--- src/rtl/tile_ram_writer.sv ---
// Tile RAM write engine: expands single/rect/clear commands into row-major RAM writes, clipped to the grid.
// Latency: first write registered one cycle after accept, one write per cycle, done one cycle after the last write.
// Backpressure: cmd_ready only in IDLE; commands offered while busy are ignored. Optional vblank stall in WRITE.
//
// Ports:
//   clk, reset            rising-edge clock, synchronous active-high reset
//   cmd_valid/cmd_ready   command handshake; cmd_op/x0/y0/w/h/data latched on the accept edge
//   vblank                write window (only when TRW_VBLANK_GATE_EN is defined)
//   ram_we/addr/wdata     registered RAM write port
//   busy, done            status: busy outside IDLE, done pulses one cycle on completion
//
// Configuration macro: TRW_VBLANK_GATE_EN -- adds the vblank port and stalls writes while vblank is low.

module tile_ram_writer #(
    parameter int COLS   = 80,
    parameter int ROWS   = 60,
    parameter int ADDR_W = 14
) (
    input  logic              clk,
    input  logic              reset,
    input  logic              cmd_valid,
    output logic              cmd_ready,
    input  logic [1:0]        cmd_op,
    input  logic [6:0]        cmd_x0,
    input  logic [5:0]        cmd_y0,
    input  logic [6:0]        cmd_w,
    input  logic [5:0]        cmd_h,
    input  logic [15:0]       cmd_data,
`ifdef TRW_VBLANK_GATE_EN
    input  logic              vblank,
`endif
    output logic              ram_we,
    output logic [ADDR_W-1:0] ram_addr,
    output logic [15:0]       ram_wdata,
    output logic              busy,
    output logic              done
);

    localparam logic [1:0] OP_SINGLE = 2'd0;
    localparam logic [1:0] OP_FILL   = 2'd1;
    localparam logic [1:0] OP_CLEAR  = 2'd2;
    localparam logic [1:0] OP_NOP    = 2'd3;

    typedef enum logic [1:0] {
        ST_IDLE  = 2'd0,
        ST_SETUP = 2'd1,
        ST_WRITE = 2'd2,
        ST_DONE  = 2'd3
    } state_t;

    typedef struct packed {
        logic [1:0]  op;
        logic [6:0]  x0;
        logic [5:0]  y0;
        logic [6:0]  w;
        logic [5:0]  h;
        logic [15:0] data;
    } cmd_t;

    // Row offset y*COLS built from shifted copies of COLS, one per set bit of y.
    function automatic logic [ADDR_W-1:0] row_offset(input logic [5:0] y);
        logic [ADDR_W-1:0] acc;
        acc = '0;
        for (int i = 0; i < 6; i++) begin
            if (y[i]) begin
                acc = acc + (ADDR_W'(COLS) << i);
            end
        end
        return acc;
    endfunction

    state_t            state_q, state_d;
    cmd_t              cmd_q, cmd_d;
    logic              ram_we_q, ram_we_d;
    logic [ADDR_W-1:0] ram_addr_q, ram_addr_d;
    logic [15:0]       ram_wdata_q, ram_wdata_d;
    logic              done_q, done_d;
    logic [ADDR_W-1:0] row_base_q, row_base_d;
    logic [6:0]        col_q, col_d;
    logic [5:0]        row_q, row_d;
    logic [6:0]        w_eff_q, w_eff_d;
    logic [5:0]        h_eff_q, h_eff_d;

    // Write window; always open when the vblank gate is not built in.
    logic wr_win;
`ifdef TRW_VBLANK_GATE_EN
    assign wr_win = vblank;
`else
    assign wr_win = 1'b1;
`endif

    // Command normalisation and clipping, evaluated from the latched command during SETUP.
    logic [6:0]        x_n;
    logic [5:0]        y_n;
    logic [6:0]        w_n;
    logic [5:0]        h_n;
    logic              x_in, y_in;
    logic [7:0]        cols_left;
    logic [6:0]        rows_left;
    logic [6:0]        w_clip;
    logic [5:0]        h_clip;
    logic [ADDR_W-1:0] base;
    logic              no_writes;

    always_comb begin
        x_n = cmd_q.x0;
        y_n = cmd_q.y0;
        w_n = cmd_q.w;
        h_n = cmd_q.h;
        if (cmd_q.op == OP_SINGLE) begin
            w_n = 7'd1;
            h_n = 6'd1;
        end else if (cmd_q.op == OP_CLEAR) begin
            x_n = 7'd0;
            y_n = 6'd0;
            w_n = 7'(COLS);
            h_n = 6'(ROWS);
        end

        x_in      = ({1'b0, x_n} < 8'(COLS));
        y_in      = ({1'b0, y_n} < 7'(ROWS));
        // Only meaningful when the start cell is on screen; otherwise no_writes wins.
        cols_left = 8'(COLS) - {1'b0, x_n};
        rows_left = 7'(ROWS) - {1'b0, y_n};
        w_clip    = ({1'b0, w_n} < cols_left) ? w_n : cols_left[6:0];
        h_clip    = ({1'b0, h_n} < rows_left) ? h_n : rows_left[5:0];
        base      = ADDR_W'(x_n) + row_offset(y_n);
        no_writes = (cmd_q.op == OP_NOP) || !x_in || !y_in ||
                    (w_clip == 7'd0) || (h_clip == 6'd0);
    end

    logic last_col, last_row;
    assign last_col = (col_q == w_eff_q - 7'd1);
    assign last_row = (row_q == h_eff_q - 6'd1);

    always_comb begin
        state_d     = state_q;
        cmd_d       = cmd_q;
        ram_we_d    = ram_we_q;
        ram_addr_d  = ram_addr_q;
        ram_wdata_d = ram_wdata_q;
        done_d      = 1'b0;
        row_base_d  = row_base_q;
        col_d       = col_q;
        row_d       = row_q;
        w_eff_d     = w_eff_q;
        h_eff_d     = h_eff_q;

        case (state_q)
            ST_IDLE: begin
                ram_we_d = 1'b0;
                if (cmd_valid) begin
                    cmd_d.op   = cmd_op;
                    cmd_d.x0   = cmd_x0;
                    cmd_d.y0   = cmd_y0;
                    cmd_d.w    = cmd_w;
                    cmd_d.h    = cmd_h;
                    cmd_d.data = cmd_data;
                    state_d    = ST_SETUP;
                end
            end
            ST_SETUP: begin
                if (no_writes) begin
                    state_d = ST_DONE;
                    done_d  = 1'b1;
                end else begin
                    state_d     = ST_WRITE;
                    ram_we_d    = 1'b1;
                    ram_addr_d  = base;
                    ram_wdata_d = cmd_q.data;
                    row_base_d  = base;
                    col_d       = 7'd0;
                    row_d       = 6'd0;
                    w_eff_d     = w_clip;
                    h_eff_d     = h_clip;
                end
            end
            ST_WRITE: begin
                // ram_addr_q is the cell being written whenever ram_we_q is high; advance
                // only past a cell that was actually written, so a stall never skips or repeats.
                if (ram_we_q) begin
                    if (last_col && last_row) begin
                        ram_we_d = 1'b0;
                        state_d  = ST_DONE;
                        done_d   = 1'b1;
                    end else if (last_col) begin
                        ram_we_d   = wr_win;
                        col_d      = 7'd0;
                        row_d      = row_q + 6'd1;
                        row_base_d = row_base_q + ADDR_W'(COLS);
                        ram_addr_d = row_base_q + ADDR_W'(COLS);
                    end else begin
                        ram_we_d   = wr_win;
                        col_d      = col_q + 7'd1;
                        ram_addr_d = ram_addr_q + ADDR_W'(1);
                    end
                end else begin
                    ram_we_d = wr_win;
                end
            end
            ST_DONE: begin
                state_d = ST_IDLE;
            end
            default: begin
                state_d = ST_IDLE;
            end
        endcase
    end

    always_ff @(posedge clk) begin
        if (reset) begin
            state_q     <= ST_IDLE;
            cmd_q       <= '0;
            ram_we_q    <= 1'b0;
            ram_addr_q  <= '0;
            ram_wdata_q <= '0;
            done_q      <= 1'b0;
            row_base_q  <= '0;
            col_q       <= '0;
            row_q       <= '0;
            w_eff_q     <= '0;
            h_eff_q     <= '0;
        end else begin
            state_q     <= state_d;
            cmd_q       <= cmd_d;
            ram_we_q    <= ram_we_d;
            ram_addr_q  <= ram_addr_d;
            ram_wdata_q <= ram_wdata_d;
            done_q      <= done_d;
            row_base_q  <= row_base_d;
            col_q       <= col_d;
            row_q       <= row_d;
            w_eff_q     <= w_eff_d;
            h_eff_q     <= h_eff_d;
        end
    end

    assign cmd_ready = (state_q == ST_IDLE);
    assign busy      = (state_q != ST_IDLE);
    assign ram_we    = ram_we_q;
    assign ram_addr  = ram_addr_q;
    assign ram_wdata = ram_wdata_q;
    assign done      = done_q;

endmodule

--- config.mk ---
export PLATFORM = sky130hd
export DESIGN_NAME = tile_ram_writer
export DESIGN_NICKNAME = d
export VERILOG_FILES = /design/src/rtl/tile_ram_writer.sv
export SDC_FILE = /design/constraint.sdc
export NUM_CORES = 1
export LEC_CHECK = 0
export CELL_PAD_IN_SITES_DETAIL_PLACEMENT = 0
export CELL_PAD_IN_SITES_GLOBAL_PLACEMENT = 1
export CORE_MARGIN = 3
export CORE_UTILIZATION = 25
export DETAILED_ROUTE_END_ITERATION = 8
export HOLD_SLACK_MARGIN = 0.12
export PLACE_DENSITY = 0.5
export SYNTH_ARGS = -nofsm -noshare
export SYNTH_HDL_FRONTEND = slang
export SYNTH_SLANG_ARGS = --single-unit
--- constraint.sdc ---
create_clock -name clk -period 4.54 [get_ports clk]
set_input_delay 0.454 -clock clk [delete_from_list [all_inputs] [get_ports clk]]
set_output_delay 0.454 -clock clk [all_outputs]
set_load 0.02 [all_outputs]
==> results.json, run 1 <==
{
  "finalSetupTns_ns": 0,
  "synth_seq_cells": 118,
  "synth_edf_count": 0,
  "hpwlAfterDp_um": 16310,
  "worst-path-max-fanout": 24,
  "max_clock_freq_ghz": 0.2385,
  "final_common_cell": "nand2_1",
  "finalPower_mw": 5.304,
  "drive_gt1_share_pct": 10.64,
  "p_leak_nw": 3.383,
  "reg2reg_from": "cmd_q[43]",
  "n_fill_cell": 2988,
  "dp.cells": 1308,
  "path_buf_inv": 2,
  "cp-start-kind": "flip-flop",
  "syn_area_per_cell_um2": 7.993,
  "viasPerCell": 4.832,
  "drcViolationCount": 0,
  "io_pins": 81,
  "clk_pin_slew_ns": 0.07,
  "grt_remaining_overflow": 0,
  "synthesis.nets": 960,
  "cts_tree": "built",
  "period_minus_slack_ns": 4.192,
  "grt_max_degree": 60,
  "hold_viol_final": 0,
  "worstSetupEndpointType": "flip-flop",
  "yosysWarnings": 0,
  "grt_use_met3_pct": 3.307,
  "clock-root-buffer": "clkbuf_16",
  "area_growth_pct": 27.30,
  "die_area_um2": 30190,
  "netlist_instances": 880,
  "finalMaxSlewViolations": 0,
  "final_cell_mix": "130 x nand2_1, 118 x dfxtp_1, 95 x a21oi_1, 79 x clkdlybuf4s50_1, 76 x nor2_1",
  "cp.arrival_ns": 4.56,
  "fin_skew_ns": 0.01604,
  "clock_latency_ns": 0.43,
  "regArea_um2": 2362,
  "clk_path_buf_depth": 2,
  "cp_top_family": "simple AND/OR/NAND/NOR gates",
  "status": "completed",
  "dr.pass1.iters": 4,
  "cts_buffers": 17,
  "path_class": "reg -> reg",
  "netlist_area_um2": 7034,
  "slew_headroom_pct": 35.20,
  "synth_ff_type": "dfxtp_1",
  "final_cells": 1340,
  "wirelength_um": 22510,
  "drt-initial-drc-count": 374,
  "ys_seq_area_share_pct": 33.58,
  "min_path_type": "reg -> reg",
  "ctsHoldBuffers": 0,
  "grt_pass1_vias": 6565,
  "cpPeakStageDelay_ns": 0.47,
  "globalRouteMet2Util_pct": 23.96,
  "initial_utilization_pct": 25.74,
  "reg2reg_depth": 16,
  "grt_pass1_wl_um": 36890,
  "gp_congestion": 0.7630,
  "cp.required_ns": 4.90,
  "crit_cells": 16,
  "grt_use_met1_pct": 20.92,
  "finalSetupViolCount": 0,
  "diodes": 0,
  "synth.distinct_cells": 69,
  "min_period_over_period_pct": 92.34,
  "grt_util_all_layers_pct": 15.12,
  "cts.sinks": 118,
  "endpoint": "row_base_q[5]",
  "multiInputGateArea_um2": 4349,
  "antenna_found_initial": 0,
  "powerDensity_nw_per_um2": 592.3,
  "die_x_um": 173.7,
  "worstMarginPinSlew_ns": 0.9696,
  "peakVddDrop_v": 0.0002561,
  "path_cells": "nand2b_4, buf_4, nand2_1, ha_1, or4b_1, nand3_1, nor3b_1, ha_1, a22oi_1, a31oi_2, and2_1, a211o_2, o21a_4, buf_4, nor3_4, o221a_2",
  "async_flop_share_pct": 0,
  "antenna_left": 0,
  "crit_slowest_cell": "or4b_1",
  "coreArea_um2": 27330,
  "crit_start": "cmd_q[43]",
  "top_usage_layer": "met2",
  "portBuffers": 80,
  "rsz0062_at_grt": "no",
  "die_h_um": 173.7,
  "post_cts_buffers": 0,
  "wl_per_cell_um": 16.79,
  "htree_levels": 4,
  "vias": 6475,
  "max_cap_viol_count": 0,
  "r2r_slack_ns": 0.35,
  "nets": 1035,
  "timing.rr.end": "row_base_q[5]",
  "std_cell_rows": 60
}
[flip-flops by register name, summed over array words and instances, names as in the netlist]
signal	count
cmd_q	44
ram_wdata	16
ram_addr	14
row_base_q	14
col_q	7
w_eff_q	7
h_eff_q	6
row_q	6
state_q	2
done	1
ram_we	1
[Yosys cell counts, drive strengths merged (9+ instances only)]
master	n	area share, %
mux2i	33	4.7
a211oi	15	2.0
nand4	18	1.7
clkbuf	39	2.1
and2	11	0.98
buf	17	1.7
xor2	23	2.9
nor3	13	1.2
ha	32	5.7
nand2	130	6.9
a31oi	9	0.89
nand3	26	1.8
dfxtp	118	34
xnor2	30	3.7
inv	28	1.5
a21oi	96	6.8
a21o	10	1.1
nor2	78	4.2
o21ai	38	2.8
[metrics by stage]
stage	hold slack, ns	cell area [um2]	worst slack [ns]	utilization (%)
after floorplan	0.4360	7042	0.03300	-
after global placement	0.4464	8312	0.1843	30.42
after detailed placement	0.4492	8312	0.1402	30.42
after CTS	0.4576	8921	0.1161	32.65
after global routing	0.4791	8955	0.04758	32.77
final	0.4562	8955	0.3479	32.77
[cell families after synthesis]
group	count (synthesis)	synth area share (%)
AOI/OAI and AO/OA	229	21.15
xor gates and xnor gates	53	6.599
adders and majority gates	33	5.976
buffers and inverters	84	5.265
DFF	118	33.58
muxes	37	5.336
and+or+nand+nor	326	22.09
[final cells by class]
class	instances	share of cell area, %
Tap cell	372	5.198
Timing Repair Buffer	112	11.88
Sequential cell	118	26.38
Inverter	28	1.174
Clock inverter	15	2.054
Clock buffer	17	4.751
Multi-Input combinational cell	678	48.57
[power breakdown]
group	internal [mW]	switching, mW
clock network	0.836	0.593
registers	1.26	0.278
logic	0.983	1.35
[timing repair]
action	CTS	global route
hold endpoints to repair	0	0
resized for setup	0	7
endpoints found under the setup margin	0	24
[worst min-delay path, cell delays in order, from the launching register on]
cell and delay, ns:
dfxtp_1 0.31, nand2_1 0.05, a21oi_1 0.05
[worst min-delay path by stage]
stage	startpoint	end	slack, ns	cells past startpoint
floorplan	cmd_q[0]	cmd_q[0]	0.44	2
global placement	cmd_q[18]	cmd_q[18]	0.45	2
detailed placement	cmd_q[9]	cmd_q[9]	0.45	2
CTS	cmd_q[8]	cmd_q[8]	0.46	2
global route	cmd_q[8]	cmd_q[8]	0.48	2
finish	cmd_q[9]	cmd_q[9]	0.46	2
[layer usage]
metal,vias up,routed length (um)
li1,3279,-
met1,3079,11130
met2,106,10280
met3,11,877
met4,0,221
met5,-,0
(Power assumes the default switching activity.)
==> inputs of run 2 (changes only) <==
Settings changed: CORE_UTILIZATION 25 to 38, PLACE_DENSITY 0.5 to 0.72.
==> run 2 against run 1 <==
Maximum frequency increased by 0.51%. Cell count fell by 12%. Sequential power is essentially flat. Critical path depth did not move. Die area down 33%. Sequential share of layout area increased by 0.92 points. Count of clock-buffer cells in the layout unchanged.
==> results.json, run 2 (synthesis gave the netlist of run 1 again) <==
{
  "coreArea_um2": 18090,
  "antenna_found_initial": 0,
  "viasPerCell": 5.390,
  "fin_skew_ns": 0.01105,
  "dr.pass1.iters": 5,
  "final_cell_mix": "130 x nand2_1, 118 x dfxtp_1, 95 x a21oi_1, 79 x clkdlybuf4s50_1, 77 x nor2_1",
  "path_class": "reg -> reg",
  "die_h_um": 142.1,
  "finalSetupTns_ns": 0,
  "finalSetupViolCount": 0,
  "min_period_over_period_pct": 91.87,
  "regMostFlops": "cmd_q",
  "worstMarginPinSlew_ns": 0.9240,
  "reg2reg_depth": 16,
  "grt_util_all_layers_pct": 19.68,
  "cp.arrival_ns": 4.50,
  "period_minus_slack_ns": 4.171,
  "drive_gt1_share_pct": 9.414,
  "std_cell_rows": 49,
  "reg2reg_from": "cmd_q[43]",
  "p_leak_nw": 3.305,
  "hold_start": "reset",
  "min_path_type": "in -> reg",
  "die_x_um": 142.1,
  "r2r_slack_ns": 0.37,
  "area_growth_pct": 23.03,
  "worstSetupEndpointType": "flip-flop",
  "grt_remaining_overflow": 0,
  "timing.rr.end": "row_base_q[4]",
  "grt_pass1_vias": 6140,
  "cp.required_ns": 4.87,
  "clk_path_buf_depth": 2,
  "clk_pin_slew_ns": 0.06,
  "ctsHoldBuffers": 0,
  "final_common_cell": "nand2_1",
  "worst-path-max-fanout": 28,
  "peakVddDrop_v": 0.0002820,
  "slew_headroom_pct": 38.40,
  "max_cap_viol_count": 0,
  "holdWs_ns": 0.4244,
  "portBuffers": 80,
  "hpwlAfterDp_um": 13720,
  "antenna_left": 0,
  "cts_buffers": 17,
  "io_pins": 81,
  "grt_max_degree": 80,
  "vias": 6387,
  "rsz0062_at_grt": "no",
  "wl_per_cell_um": 16.28,
  "gp_congestion": 0.8521,
  "diodes": 0,
  "post_cts_buffers": 0,
  "cts_tree": "built",
  "hold_depth": 2,
  "clock_latency_ns": 0.42,
  "status": "completed",
  "finalMaxSlewViolations": 0,
  "largest_register_ffs": 44,
  "nets": 1023,
  "cp-start-kind": "flip-flop",
  "min_to": "ram_wdata[4]",
  "die_area_um2": 20180,
  "drcViolationCount": 0,
  "initial_utilization_pct": 38.89,
  "hold_viol_final": 0,
  "grt_pass1_wl_um": 32220,
  "drt-initial-drc-count": 353,
  "cts.sinks": 118,
  "n_fill_cell": 1820,
  "htree_levels": 4,
  "powerDensity_nw_per_um2": 589.1,
  "wirelength_um": 19300,
  "max_clock_freq_ghz": 0.2398,
  "clock-root-buffer": "clkbuf_16"
}
## run 2: changes by cell type in the layout (fill, tap and decap cells not counted), moves of 2 or more
| cell | previous run | this run |
|---|---|---|
| clkinv_4 | 4 | 1 |
| clkinvlp_4 | 0 | 2 |
| inv_8 | 4 | 1 |
| inv_6 | 5 | 10 |
| buf_4 | 31 | 19 |
## run 2: routing by layer
| metal | part of all wire [%] | GRT usage [%] |
|---|---|---|
| met1 | 49 | 27.40 |
| met2 | 46 | 30.96 |
| met3 | 4.4 | 4.469 |
| met4 | 0.82 | 4.949 |
| met5 | 0 | 0 |
## run 2: layout make-up
class	instances	area, um2	share of cell area (%)
clock inverters	15	152.6	1.764
multi-input cells	678	4349	50.25
flip-flops and latches	118	2362	27.30
repair buffers	100	973.4	11.25
well taps	229	286.5	3.311
clock buffers	17	425.4	4.915
inverters	28	105.1	1.214
## run 2: through the flow
stage / utilization, % / setup slack [ns] / power (mW) / cell area [um2] / cells
CTS: 47.67 / 0.2435 / 5.125 / 8621 / 1185
global route: 47.85 / 0.007694 / 5.472 / 8655 / 1185
finish: 47.85 / 0.3693 / 5.098 / 8655 / 1185
detailed placement: 44.47 / 0.2551 / 3.775 / 8043 / 1153
global placement: 44.47 / 0.2824 / 3.775 / 8043 / 1153
floorplan: - / 0.03300 / 3.107 / 7042 / 880
## run 2: what timing repair did
item | 4_1_cts | 5_1_grt
hold endpoints to repair | 0 | 0
endpoints found under the setup margin | 0 | 25
resized for setup | 0 | 6
## run 2: power breakdown
group	switching (mW)	internal, mW
clock network	0.557	0.774
logic	1.28	0.952
registers	0.274	1.27
total	2.11	2.99
## run 2: critical path: stages, from the launching register on
cell	delay (ns)
dfxtp_1	0.41
nand2b_4	0.08
buf_4	0.18
nand2_1	0.08
ha_1	0.16
or4b_1	0.47
nand3_1	0.10
nor3b_2	0.28
ha_1	0.30
a22oi_1	0.21
a31oi_2	0.13
and2_1	0.29
a211o_2	0.40
o21ai_2	0.33
buf_12	0.24
o2111ai_1	0.13
a221oi_1	0.30
## run 2: worst max path at each step
stage                          from        endpoint  slack [ns]
final                     cmd_q[43]   row_base_q[4]        0.37
after global routing      cmd_q[42]    ram_addr[11]       0.008
after CTS                 cmd_q[42]   row_base_q[4]        0.24
after detailed placement  cmd_q[42]   row_base_q[5]        0.26
after global placement    cmd_q[42]   row_base_q[5]        0.28
after floorplan           cmd_q[42]  row_base_q[11]        0.03
==> inputs of run 3 (changes only) <==
Settings changed: CELL_PAD_IN_SITES_DETAIL_PLACEMENT 0 to 1, GPL_ROUTABILITY_DRIVEN set to 0.
==> run 3 against run 2 <==
Setup slack lost 0.047 ns. Cell count up 0.84%. Clock power is essentially flat. Combinational power increased by 3%. Sequential cell count stayed put. Sequential power hardly changed. Global-route usage rose by 1.3 points. Largest cell class unchanged. Critical path type unchanged. Highest routed layer unchanged.
==> results.json, run 3 (synthesis gave the netlist of run 1 again) <==
{
  "wirelength_um": 20710,
  "grt_pass1_wl_um": 34190,
  "crit_cells": 23,
  "cp-start-kind": "flip-flop",
  "cts_buffers": 17,
  "finalMaxSlewViolations": 0,
  "hold_start": "cmd_q[11]",
  "diodes": 0,
  "die_h_um": 142.1,
  "worstMarginPinSlew_ns": 0.8590,
  "htree_levels": 4,
  "globalRouteMet2Util_pct": 34.11,
  "cts_tree": "built",
  "grt_max_degree": 69,
  "cp.arrival_ns": 4.53,
  "holdWs_ns": 0.4539,
  "hpwlAfterDp_um": 15020,
  "regMostFlops": "cmd_q",
  "largest_register_ffs": 44,
  "antenna_found_initial": 0,
  "drt-initial-drc-count": 328,
  "final_cell_mix": "130 x nand2_1, 118 x dfxtp_1, 95 x a21oi_1, 79 x clkdlybuf4s50_1, 76 x nor2_1",
  "regArea_um2": 2362,
  "nets": 1033,
  "cpPeakStageDelay_ns": 0.38,
  "vias": 6585,
  "powerDensity_nw_per_um2": 590.6,
  "status": "completed",
  "die_area_um2": 20180,
  "top_usage_layer": "met2",
  "grt_util_all_layers_pct": 20.97,
  "path_class": "reg -> reg",
  "hold_viol_final": 0,
  "io_pins": 81,
  "path_buf_inv": 2,
  "drcViolationCount": 0,
  "min_period_over_period_pct": 92.90,
  "finalPower_mw": 5.144,
  "drive_gt1_share_pct": 10.46,
  "wl_per_cell_um": 17.33,
  "fin_skew_ns": 0.008896,
  "min_path_type": "reg -> reg",
  "crit_path_frequent_cell": "ha_1",
  "grt_pass1_vias": 6516,
  "hold_depth": 2,
  "antenna_left": 0,
  "n_fill_cell": 2144,
  "max_cap_viol_count": 0,
  "finalSetupViolCount": 0,
  "dr.pass1.iters": 5,
  "placed_area_um2": 8075,
  "post-route-cell-area_um2": 8708,
  "finalWorstSetupSlack_ns": 0.3222,
  "clk_path_buf_depth": 2,
  "pre_cts_slack_ns": 0.09502,
  "area_growth_pct": 23.80,
  "coreArea_um2": 18090,
  "slew_headroom_pct": 42.60,
  "die_x_um": 142.1,
  "grt_remaining_overflow": 0,
  "grt_use_met1_pct": 28.36,
  "crit_slowest_cell": "ha_2",
  "period_minus_slack_ns": 4.218,
  "portBuffers": 80,
  "finalSetupTns_ns": 0,
  "p_leak_nw": 3.331,
  "multiInputGateArea_um2": 4347,
  "clock_latency_ns": 0.42,
  "grt_use_met3_pct": 3.931,
  "max_clock_freq_ghz": 0.2371,
  "crit_start": "cmd_q[42]",
  "r2r_slack_ns": 0.32,
  "worst-path-max-fanout": 4,
  "worstSetupEndpointType": "flip-flop",
  "cts.sinks": 118,
  "ctsHoldBuffers": 0,
  "std_cell_rows": 49,
  "clk_pin_slew_ns": 0.06,
  "reg2reg_depth": 23,
  "clock-root-buffer": "clkbuf_16",
  "cp_top_family": "simple AND/OR/NAND/NOR gates",
  "initial_utilization_pct": 38.89,
  "viasPerCell": 5.510,
  "path_cells": "nand2b_1, and2_1, inv_1, ha_2, mux2i_2, nor2_1, ha_1, inv_1, ha_1, nor2b_1, o21a_1, ha_1, nand2b_1, o31ai_1, nor2_1, ha_1, nand3_1, o31ai_1, nor4b_4, xor2_1, nand2_1, nand2_1, o221a_2",
  "peakVddDrop_v": 0.0003273,
  "cp.required_ns": 4.85,
  "final_common_cell": "nand2_1",
  "reg2reg_from": "cmd_q[42]"
}
run 3: changes by cell type in the layout (fill, tap and decap cells not counted), sizes merged:
cell	change
buf	+10
clkinv	+3
clkinvlp	+2
inv	-5
run 3: final timing paths:
check / to
worst min register to register: cmd_q[11]
worst max-delay path: row_base_q[11]
worst min-delay path: cmd_q[11]
worst max register to register: row_base_q[11]
run 3: repair_timing:
item	CTS	global route
resized for setup	0	7
setup buffers	0	4
endpoints found under the setup margin	0	25
run 3: where the power goes:
group / total (mW) / switching, mW / internal, mW
Clock: 1.31 / 0.543 / 0.765
Combinational: 2.29 / 1.32 / 0.972
Sequential: 1.54 / 0.275 / 1.27
Total: 5.14 / 2.14 / 3.00
run 3: layer usage:
layer	vias up	part of all wire, %
met2	115	47
met3	22	3.2
li1	3266	-
met5	-	0
met4	0	1.5
met1	3182	48
run 3: per-stage QoR:
stage / util, % / instances
2_1_floorplan: - / 880
3_3_place_gp: 44.65 / 1159
3_5_place_dp: 44.65 / 1159
4_1_cts: 47.81 / 1191
5_1_grt: 48.15 / 1195
6_report: 48.15 / 1195
run 3: final cells by class:
class	count	share of cell area, %
repair buffers	110	11.90
inverters	28	1.207
clock inverters	15	1.681
clock buffers	17	4.885
multi-input cells	678	49.91
well taps	229	3.290
flip-flops and latches	118	27.13
run 3: worst reg2reg max path: stages, from the launching register on:
cell and delay (ns):
dfxtp_1 0.33, nand2b_1 0.20, and2_1 0.21, inv_1 0.06, ha_2 0.38, mux2i_2 0.09, nor2_1 0.12, ha_1 0.15
inv_1 0.04, ha_1 0.28, nor2b_1 0.16, o21a_1 0.15, ha_1 0.22, nand2b_1 0.14, o31ai_1 0.13, nor2_1 0.08
ha_1 0.29, nand3_1 0.07, o31ai_1 0.15, nor4b_4 0.32, xor2_1 0.10, nand2_1 0.12, nand2_1 0.08, o221a_2 0.25
